### src/rtl/unidade_logica_nbits.sv
// unidade_logica_nbits: parametrised two-stage elastic bitwise logic unit.
//
// Computes one of eight bitwise operations on two WIDTH-bit operands and
// reports zero / all-ones flags (and optionally a popcount) of the result.
// Both sides use valid/ready handshakes. The pipeline holds at most two
// transactions. There is no skid buffer, so in_ready is combinational from
// out_ready.
//
// Optional feature macro: BITLOGIC_POPCNT_EN adds the contagem port, which
// carries the popcount of the result.
//
// Ports:
//   clk        rising-edge clock
//   rst_n      asynchronous reset, active low
//   in_valid   a, b and op are valid
//   in_ready   unit accepts a transaction this cycle (combinational)
//   a, b       WIDTH-bit operands (b ignored by op 110 / 111)
//   op         000 AND, 001 OR, 010 NOR, 011 XOR, 100 NAND, 101 XNOR,
//              110 NOT A, 111 pass A
//   out_valid  resultado and flags are valid
//   out_ready  downstream accepts the result
//   resultado  registered result
//   zero       resultado == 0
//   uns        resultado == all ones
//   contagem   popcount of resultado (BITLOGIC_POPCNT_EN only)
module unidade_logica_nbits #(
  parameter int unsigned WIDTH = 16
) (
  input  logic                       clk,
  input  logic                       rst_n,
  input  logic                       in_valid,
  output logic                       in_ready,
  input  logic [WIDTH-1:0]           a,
  input  logic [WIDTH-1:0]           b,
  input  logic [2:0]                 op,
  output logic                       out_valid,
  input  logic                       out_ready,
  output logic [WIDTH-1:0]           resultado,
  output logic                       zero,
`ifdef BITLOGIC_POPCNT_EN
  output logic                       uns,
  output logic [$clog2(WIDTH+1)-1:0] contagem
`else
  output logic                       uns
`endif
);

`ifdef BITLOGIC_POPCNT_EN
  localparam int unsigned CW = $clog2(WIDTH + 1);
`endif

  logic             s1_valid;
  logic [WIDTH-1:0] s1_a;
  logic [WIDTH-1:0] s1_b;
  logic [2:0]       s1_op;
  logic             s1_load;
  logic             s2_load;
  logic [WIDTH-1:0] res_c;

  // Elastic handshake: a stage loads when empty or when its contents move on
  assign s2_load  = !out_valid || out_ready;
  assign s1_load  = !s1_valid || s2_load;
  assign in_ready = s1_load;

  // Stage 1: capture operands; data only updates on a real transfer
  always_ff @(posedge clk or negedge rst_n) begin
    if (!rst_n) begin
      s1_valid <= 1'b0;
      s1_a     <= '0;
      s1_b     <= '0;
      s1_op    <= 3'b000;
    end else if (s1_load) begin
      s1_valid <= in_valid;
      if (in_valid) begin
        s1_a  <= a;
        s1_b  <= b;
        s1_op <= op;
      end
    end
  end

  // Bitwise operation on the stage-1 registers
  always_comb begin
    res_c = '0;
    unique case (s1_op)
      3'b000:  res_c = s1_a & s1_b;
      3'b001:  res_c = s1_a | s1_b;
      3'b010:  res_c = ~(s1_a | s1_b);
      3'b011:  res_c = s1_a ^ s1_b;
      3'b100:  res_c = ~(s1_a & s1_b);
      3'b101:  res_c = ~(s1_a ^ s1_b);
      3'b110:  res_c = ~s1_a;
      default: res_c = s1_a;
    endcase
  end

`ifdef BITLOGIC_POPCNT_EN
  logic [CW-1:0] cnt_c;

  // Popcount of the result being loaded into stage 2
  always_comb begin
    cnt_c = '0;
    for (int i = 0; i < int'(WIDTH); i++) begin
      cnt_c = cnt_c + CW'(res_c[i]);
    end
  end
`endif

  // Stage 2: result and flags held stable while stalled
  always_ff @(posedge clk or negedge rst_n) begin
    if (!rst_n) begin
      out_valid <= 1'b0;
      resultado <= '0;
      zero      <= 1'b1;
      uns       <= 1'b0;
`ifdef BITLOGIC_POPCNT_EN
      contagem  <= '0;
`endif
    end else if (s2_load) begin
      out_valid <= s1_valid;
      if (s1_valid) begin
        resultado <= res_c;
        zero      <= (res_c == '0);
        uns       <= &res_c;
`ifdef BITLOGIC_POPCNT_EN
        contagem  <= cnt_c;
`endif
      end
    end
  end

endmodule

### config.mk
export PLATFORM = sky130hd
export DESIGN_NAME = unidade_logica_nbits
export DESIGN_NICKNAME = d
export VERILOG_FILES = /design/src/rtl/unidade_logica_nbits.sv
export SDC_FILE = /design/constraint.sdc
export NUM_CORES = 1
export LEC_CHECK = 0
export CAP_MARGIN = 20
export CORE_ASPECT_RATIO = 1.2
export CORE_UTILIZATION = 57
export CTS_BUF_LIST = sky130_fd_sc_hd__clkbuf_4
export DETAILED_ROUTE_END_ITERATION = 12
export PLACE_DENSITY = 0.94
export SETUP_SLACK_MARGIN = 0.15
export SLEW_MARGIN = 40
export SYNTH_ARGS = -nofsm -noshare
export SYNTH_HDL_FRONTEND = slang
export SYNTH_SLANG_ARGS = --single-unit
### constraint.sdc
create_clock -name clk -period 2.9 [get_ports clk]
set_clock_uncertainty 0.15 [all_clocks]
set_input_delay 0.29 -clock clk [delete_from_list [all_inputs] [get_ports clk]]
set_output_delay 0.29 -clock clk [all_outputs]
set_load 0.01 [all_outputs]
==> run metrics <==
die area 7237 sq um; #FFs+latches synth 55; first drt pass iteration count 5; cts bufs inserted 5; row count 32; Critical Path RT 3060 ps; final setup margin 361.8 ps; Post-CTS Setup Bufs 0; fin crit period 2538 ps; post-route antenna net violation count 0; Crit. End Element register; pin count of the biggest net entering global routing 50; fraction of registers with async set/reset 1.000; Root Buffer clkbuf_4; Max-slew headroom 0.5285; most frequent cell after synthesis dfrtp_1; syn_nets 470; Leak 2.110 nW; register area share after synthesis 0.3503; Via Count 3265; first-pass GRT wire length 14.32 mm; area leader, netlist dfrtp_1; Overflow after GRT 0; design area 4654 sq um; commonest cells in the netlist 54 x dfrtp_1, 47 x mux2_2, 39 x inv_1; slowest CP cell o32ai_1; slowest stage delay, CP 540 ps; worst skew pair latency 380 ps; Worst-Margin Slew 707.3 ps; violation count after the first detailed-route iteration 328; Layout area overhead 18.36%; core area 6566 sq um; Warnings, synthesis 0; met2 routed wirelength 4.335 mm; area share of the largest cell type after synthesis 0.3436; mapped cell area 3933 sq um; WL met1 3.377 mm; nets 521; vias per cell 6.091; met3 WL post-DR 468 um; clock tree from TritonCTS yes; EDFF count, synth 0; placed inst area 4566 sq um; placed instance count 527; Worst Hold Class input port to async pin; Final Max Tran Viols 0; Max-Cap Viols 0; share of layout cells above drive strength 1 0.1641; Fin Hold WS 324.4 ps; I/O pin cnt 59; max layer used met4; outcome complete, no violations; largest cells by area after synthesis dfrtp_1 34%, mux2_2 13%, ha_1 10%; Initial Util 0.5989; predominant post-synthesis flop cell dfrtp_1; CP Buf/Inv Count 1; Cell Count, Final, Fillers Out 536; critical path arrival 2700 ps; Synth cell types 56; Final HPWL DP 6.188 mm; port bufs 58; DRC violations left 0; total wire length 8.397 mm; Worst-path clk slew 150 ps; RSZ-0062 raised after global routing false; pre-CTS setup slack 415.8 ps; Syn Area/Cell 9.856 sq um; Synth Instances 399; clock buffer depth 2; Final Cycle Share 0.8752; Final Power 2.802 mW; Die Wd 77.83 um; CP Cell Sequence inv_1 -> ha_1 -> mux2i_1 -> o21ai_0 -> o32ai_1 -> and4_1 -> nand4_1 -> o31ai_2; delay-heaviest family, CP compound AO/OA/AOI/OAI gates; Final Hold Fails 0; final setup violation count 0; vias in the first global route 3108; maximum VDD drop 0.3452 mV; initial antenna violation count 0; CP Class register to register; setup TNS 0 ps; Clock Sinks 55; CP Max Fanout 5; Core Util, Final 0.7088; CTS HTree Levels 2; Worst setup SP type register; pwr/cell area 602.0 nW/um^2; WL/cell 15.67 um; Max Freq 394.0 MHz; Diodes inserted 0; Die Y-Extent 92.99 um; GRT Total Usage 0.2502; RePlAce Congestion 0.8886
## power by group
| group | leakage, nW | switching, mW | internal, mW |
|---|---|---|---|
| registers | 0.646 | 0.146 | 0.931 |
| logic | 1.42 | 0.635 | 0.677 |
| clock network | 0.0426 | 0.235 | 0.178 |
| total | 2.11 | 1.02 | 1.79 |
## worst reg2reg max path, cell delays in order, from the launching register on
cell     delay [ps]
dfrtp_1         430
inv_1            60
ha_1            330
mux2i_1         190
o21ai_0          80
o32ai_1         540
and4_1          280
nand4_1         130
o31ai_2         280
## cell usage in the layout (no fill, tap or decap), types with 2 or more instances in the layout
| cell | instances |
|---|---|
| o31ai_1 | 5 |
| nand3_1 | 4 |
| mux2_2 | 47 |
| dfrtp_1 | 53 |
| nor3_1 | 6 |
| mux2i_1 | 19 |
| o31ai_2 | 2 |
| clkdlybuf4s50_1 | 57 |
| a32oi_1 | 4 |
| o21ai_0 | 20 |
| nand2b_1 | 14 |
| nand4b_1 | 3 |
| o221ai_1 | 3 |
| nor2b_1 | 6 |
| nor2_1 | 14 |
| buf_12 | 2 |
| a31oi_1 | 3 |
| o211ai_1 | 5 |
| a21boi_0 | 2 |
| ha_1 | 32 |
| clkbuf_4 | 5 |
| xnor2_1 | 2 |
| or3_1 | 2 |
| a22oi_1 | 2 |
| o211a_1 | 3 |
| inv_1 | 39 |
| a21oi_1 | 13 |
| nor3b_1 | 2 |
| a2bb2oi_1 | 6 |
| nand2_1 | 34 |
| buf_4 | 7 |
| o221a_2 | 2 |
| o2111ai_1 | 2 |
| o32ai_1 | 4 |
## flip-flops by register name, indices dropped and copies added (netlist names)
register / count
s1_op: 3
out_valid: 1
uns: 1
zero: 1
s1_a: 16
resultado: 16
s1_valid: 1
s1_b: 16
## worst paths after layout
path | start | slack [ps] | to | cells after the start
worst max-delay path | s1_a[1] | 360 | uns | 8
worst min-delay path | rst_n | 320 | s1_b[2] | 2
worst max register to register | s1_a[1] | 360 | uns | 8
worst min register to register | resultado[3] | 340 | resultado[3] | 2
max in group asynchronous | rst_n | 1630 | resultado[4] | 3
min in group clk | in_valid | 340 | s1_valid | 2
## metal layers
layer  track usage  vias to the layer above
met5             0                        -
met4       0.09434                        0
met3       0.03805                       27
met2        0.4469                      148
met1        0.3020                     1569
li1              -                     1521
## cell families after synthesis
group                      count (synthesis)  share of synthesized area
and+or+nand+nor                           93                     0.1209
xor gates and xnor gates                   3                   0.006683
DFF                                       55                     0.3503
buffers and inverters                     63                    0.07349
adders and majority gates                 32                     0.1018
muxes                                     68                     0.1925
AOI/OAI and AO/OA                         85                     0.1543
## layout make-up
cell class | instances | area, sq um
multi-input combinational | 281 | 2266
fill | 484 | 1912
sequential | 55 | 1381
timing repair buffer | 68 | 678.2
inverter | 39 | 146.4
tap | 85 | 106.4
clock inverter | 3 | 38.79
clock buffer | 5 | 37.54
## what timing repair did
item,CTS,global route
resized for setup,0,1
hold buffers,1,0
setup endpoints to repair,0,1
hold endpoints to repair,28,0
No activity file was read; power rests on OpenSTA's default activity.
==> patch 1, RTL diff (config.mk and constraints unchanged) <==
Build with the macro `BITLOGIC_POPCNT_EN` defined.
--- a/src/rtl/unidade_logica_nbits.sv
+++ b/src/rtl/unidade_logica_nbits.sv
@@ -23,6 +23,8 @@
 //   zero       resultado == 0
 //   uns        resultado == all ones
 //   contagem   popcount of resultado (BITLOGIC_POPCNT_EN only)
+`define BITLOGIC_POPCNT_EN
+
 module unidade_logica_nbits #(
   parameter int unsigned WIDTH = 16
 ) (
Behaviour (old outputs only; new: contagem): unchanged (Yosys induction, for registers that start in step).
==> patch 1 against the original RTL <==
The flow now finishes with violations (negative setup slack); synthesized cell count is 9.5% higher; worst hold slack lost 0.071 ns; first-iteration DRC count rose by 24%; sequential cell count increased by 5; wire length is 72% higher; area after synthesis is 10% higher; worst setup slack lost 2.4 ns; design area is 31% higher; critical path type unchanged; largest cell class unchanged; highest routed layer unchanged.
Power is not compared: it rests on default switching activity, and its combinational part moved more than twofold at a synthesized area within 25%.
==> patch 1: results (changes against the original RTL) <==
| Metric | Value |
|---|---|
| Sequential power | 1.20 mW |
| Final setup viols | 6 (was 0) |
| CP delay by family, top | adder cells (was compound AO/OA/AOI/OAI gates) |
| Mux contribution to synthesized area | 16.3% (was 19.2%) |
| Failing checks | negative setup slack |
| Syn_nets | 525 (was 470) |
| Outcome | finished with violations (was finished clean) |
| Worst-skew pair later-pin latency | 0.46 ns (was 0.38 ns) |
| Cell Count, Final, Fillers Out | 676 (was 536) |
| TNS Setup | -9.61 ns (was 0 ns) |
| WL per Instance | 21.4 um (was 15.7 um) |
| Post-Synth Adder-Cell Area | 15.9% (was 10.2%) |
| Global Route met3 Usage | 9.77% (was 3.80%) |
| Number of global-route vias before repair | 4379 (was 3108) |
| Register area share after synthesis | 34.7% (was 35.0%) |
| XOR/XNOR share of the synthesized area | 1.21% (was 0.668%) |
| Synth async-reset ratio | 100% (unchanged) |
| Worst stage delay on the critical path | 0.56 ns (was 0.54 ns) |
| Placement Setup Slack | -1.83 ns (was 0.416 ns) |
| Clock power frac | around a tenth |
| DR iter-0 viols | 408 (was 328) |
| Netlist cell types | 54 (was 56) |
| H-tree Lvls | 3 (was 2) |
| Top FF cell, synth | dfrtp_1 (unchanged) |
| Compound-Gate Fraction of Synth Area | 13.5% (was 15.4%) |
| DR pass1 iterations | 7 (was 5) |
| Area after DPL | 0.00560 mm^2 (was 0.00457 mm^2) |
| Post-CTS sizing | 26 (was 0) |
| GR met2 Demand/Resource | 56.7% (was 44.7%) |
| Vias/cell | 6.34 (was 6.09) |
| Met1 Track Usage GR | 36.4% (was 30.2%) |
| Routability Congestion | 0.932 (was 0.889) |
| Multi-input logic area | 0.00274 mm^2 (was 0.00227 mm^2) |
| Clk pin slew, worst setup/hold paths | 0.12 ns (was 0.15 ns) |
| R2R depth | 19 (was 8) |
| Postcts setup bufs | 4 (was 0) |
| Hold-fix buffers, CTS | 1 (unchanged) |
| Area contributors post-synth | dfrtp_1, mux2_2, ha_1 (unchanged) |
| Peak supply drop | 0.00200 V |
| CTS Buf Count | 9 (was 5) |
| Mapped Cells | 437 (was 399) |
| Clock Tree Root | clkbuf_4 (unchanged) |
| Least-Margin Pin Slew | 0.697 ns (was 0.707 ns) |
| Dpl cells | 649 (was 527) |
| Synth top cells by count | dfrtp_1, inv_1, mux2_2, ha_1 (was dfrtp_1, mux2_2, inv_1, nand2_1, ha_1) |
| Final net count | 669 (was 521) |
| Largest net degree at the start of global routing | 61 (was 50) |
| Worst Setup Slack, final | -2.01 ns (was 0.362 ns) |
| Max stage delay cell, worst path | fa_2 (was o32ai_1) |
| Initial antenna violation count | 1 (was 0) |
| Share of cells above drive strength 1 | 37.0% (was 16.4%) |
| HPWL after DPL | 8.32 mm (was 6.19 mm) |
| Crit-path max FO | 2 (was 5) |
| First-pass GRT wire length | 20.4 mm (was 14.3 mm) |
| Overall Global Routing Usage | 34.2% (was 25.0%) |
| Port Buffers | 63 (was 58) |
| Fill count | 383 (was 484) |
| Top Registers | resultado: 16 flops, s1_a: 16 flops, s1_b: 16 flops (unchanged) |
patch 1: worst paths after layout:
check,endpoint,from,slack (ns)
max,contagem[4]$_DFFE_PN0P_,s1_a[0]$_DFFE_PN0P_,-2.01
min,resultado[13]$_DFFE_PN0P_,rst_n,0.25
max reg2reg,contagem[4]$_DFFE_PN0P_,s1_a[0]$_DFFE_PN0P_,-2.01
min reg2reg,resultado[7]$_DFFE_PN0P_,resultado[7]$_DFFE_PN0P_,0.34
max in group asynchronous,s1_op[0]$_DFFE_PN0P_,rst_n,1.85
min in group clk,s1_a[7]$_DFFE_PN0P_,a[7],0.27
patch 1: metal layers:
layer	share of wire, %	vias up
met5	0	-
li1	-	1817
met4	7.3	0
met1	36	2065
met2	50	294
met3	7.1	113
patch 1: area by class of cell:
cell class / count / area share, %
Clock buffer: 9 / 1.11
Clock inverter: 7 / 1.50
Inverter: 51 / 3.15
Multi-Input combinational cell: 301 / 45.0
Sequential cell: 60 / 24.8
Tap cell: 90 / 1.85
Timing Repair Buffer: 158 / 22.6
==> patch 2, RTL diff (config.mk and constraints unchanged) <==
Made on the original files. Make the reset (`rst_n`) synchronous in 2 clocked blocks. Comments in the files are not updated.
--- a/src/rtl/unidade_logica_nbits.sv
+++ b/src/rtl/unidade_logica_nbits.sv
@@ -63,7 +63,7 @@
   assign in_ready = s1_load;
 
   // Stage 1: capture operands; data only updates on a real transfer
-  always_ff @(posedge clk or negedge rst_n) begin
+  always_ff @(posedge clk) begin
     if (!rst_n) begin
       s1_valid <= 1'b0;
       s1_a     <= '0;
@@ -107,7 +107,7 @@
 `endif
 
   // Stage 2: result and flags held stable while stalled
-  always_ff @(posedge clk or negedge rst_n) begin
+  always_ff @(posedge clk) begin
     if (!rst_n) begin
       out_valid <= 1'b0;
       resultado <= '0;
Formal check against the unedited RTL: differs if rst_n is asserted again (counterexample within 4 cycles, from zero or initial values and one cycle with rst_n low); with rst_n held inactive, the same outputs for 4 cycles.
==> patch 2 against the original RTL <==
Worst setup slack worse by 0.065 ns; wire length is 6.2% higher; fmax is 2.5% lower; via count is 8.0% higher; design area is 5.1% lower; critical path depth is 1 lower; die area is 7.0% lower; area after synthesis is 7.2% lower; sequential cell count stayed put; synthesized cell count is 22% higher.
Power is not compared: it rests on default switching activity, and its combinational part moved more than twofold at a synthesized area within 25%.
==> patch 2: results (changes against the original RTL) <==
| Metric | Value |
|---|---|
| Worst Path Arrival | 2.77 ns (was 2.70 ns) |
| Max stage delay cell, worst path | or4_1 (was o32ai_1) |
| Dpl cells | 608 (was 527) |
| Area after DPL | 0.00431 mm^2 (was 0.00457 mm^2) |
| Overall Global Routing Usage | 27.9% (was 25.0%) |
| WL met1 | 3.96 mm (was 3.38 mm) |
| Fill count | 545 (was 484) |
| Worst stage delay on the critical path | 0.52 ns (was 0.54 ns) |
| Fin crit share | 89.8% (was 87.5%) |
| Top Registers | resultado: 16 flops, s1_a: 16 flops, s1_b: 16 flops (unchanged) |
| Vias/cell | 5.73 (was 6.09) |
| CP delay by family, top | simple AND/OR/NAND/NOR gates (was compound AO/OA/AOI/OAI gates) |
| DR iter-0 viols | 202 (was 328) |
| Hold slack | 0.277 ns (was 0.324 ns) |
| Crit-path max FO | 23 (was 5) |
| R2R depth | 7 (was 8) |
| Placement Setup Slack | 0.356 ns (was 0.416 ns) |
| R2R Setup Slk | 0.30 ns (was 0.36 ns) |
| Outcome | finished clean (unchanged) |
| First-pass GRT wire length | 14.4 mm (was 14.3 mm) |
| Met1 Track Usage GR | 34.8% (was 30.2%) |
| Number of global-route vias before repair | 3145 (was 3108) |
| HPWL after DPL | 6.76 mm (was 6.19 mm) |
| Netlist cell types | 49 (was 56) |
| Final net count | 604 (was 521) |
| Synth top cells by count | nand2_1, dfxtp_1, a21oi_1, inv_1, ha_1 (was dfrtp_1, mux2_2, inv_1, nand2_1, ha_1) |
| Routed WL | 8.92 mm (was 8.40 mm) |
| Reg2reg end | uns$_SDFFE_PN0P_ (was uns$_DFFE_PN0P_) |
| Least-Margin Pin Slew | 0.664 ns (was 0.707 ns) |
| Syn_nets | 556 (was 470) |
| GR met2 Demand/Resource | 49.0% (was 44.7%) |
| Area contributors post-synth | dfxtp_1, nand2_1, ha_1 (was dfrtp_1, mux2_2, ha_1) |
| Hold Path Class | input pin to register (was input pin to async pin) |
| Global Route met3 Usage | 3.24% (was 3.80%) |
| Via Count | 3527 (was 3265) |
| Met3 wire length | 362 um (was 468 um) |
| Wire length on met2 | 4.36 mm (was 4.34 mm) |
| Syn_area_per_cell | 7.53 um^2 (was 9.86 um^2) |
| Register area share after synthesis | 30.2% (was 35.0%) |
| Share of cells above drive strength 1 | 8.05% (was 16.4%) |
patch 2: worst max-delay path by stage:
stage | to | startpoint
after CTS | uns$_SDFFE_PN0P_ | s1_op[2]$_SDFFE_PN0P_
final | uns$_SDFFE_PN0P_ | s1_op[0]$_SDFFE_PN0P_
after global routing | zero$_SDFFE_PN1P_ | s1_op[1]$_SDFFE_PN0P_
after global placement | uns$_SDFFE_PN0P_ | s1_op[0]$_SDFFE_PN0P_
after floorplan | uns$_SDFFE_PN0P_ | s1_a[13]$_SDFFE_PN0P_
after detailed placement | uns$_SDFFE_PN0P_ | s1_op[0]$_SDFFE_PN0P_
patch 2: per-stage QoR:
stage	util (%)	total power [mW]
after global routing	72.0	1.91
final	72.0	1.82
after detailed placement	70.3	1.31
after floorplan	-	1.14
after CTS	72.0	1.83
after global placement	70.2	1.29
patch 2: power by group through the flow:
stage,sequential [mW],combinational (mW),clock [mW]
floorplan,0.851,0.286,0
global placement,0.859,0.433,0
detailed placement,0.862,0.445,0
CTS,0.845,0.447,0.533
global route,0.853,0.499,0.563
finish,0.846,0.450,0.526
patch 2: kinds of logic after synthesis:
family / Yosys count / share of synthesized area (%)
AOI/OAI and AO/OA: 116 / 20.4
xor gates and xnor gates: 2 / 0.480
adders and majority gates: 32 / 11.0
buffers and inverters: 73 / 8.40
DFF: 55 / 30.2
muxes: 26 / 7.95
and+or+nand+nor: 181 / 21.7
patch 2: final cells by class:
| cell class | instances | area, um^2 | share of cell area, % |
|---|---|---|---|
| clock buffers | 6 | 45.0 | 1.02 |
| clock inverters | 2 | 60.1 | 1.36 |
| inverters | 42 | 158 | 3.57 |
| multi-input cells | 357 | 2250 | 50.9 |
| flip-flops and latches | 55 | 1100 | 25.0 |
| well taps | 82 | 103 | 2.32 |
| repair buffers | 72 | 698 | 15.8 |
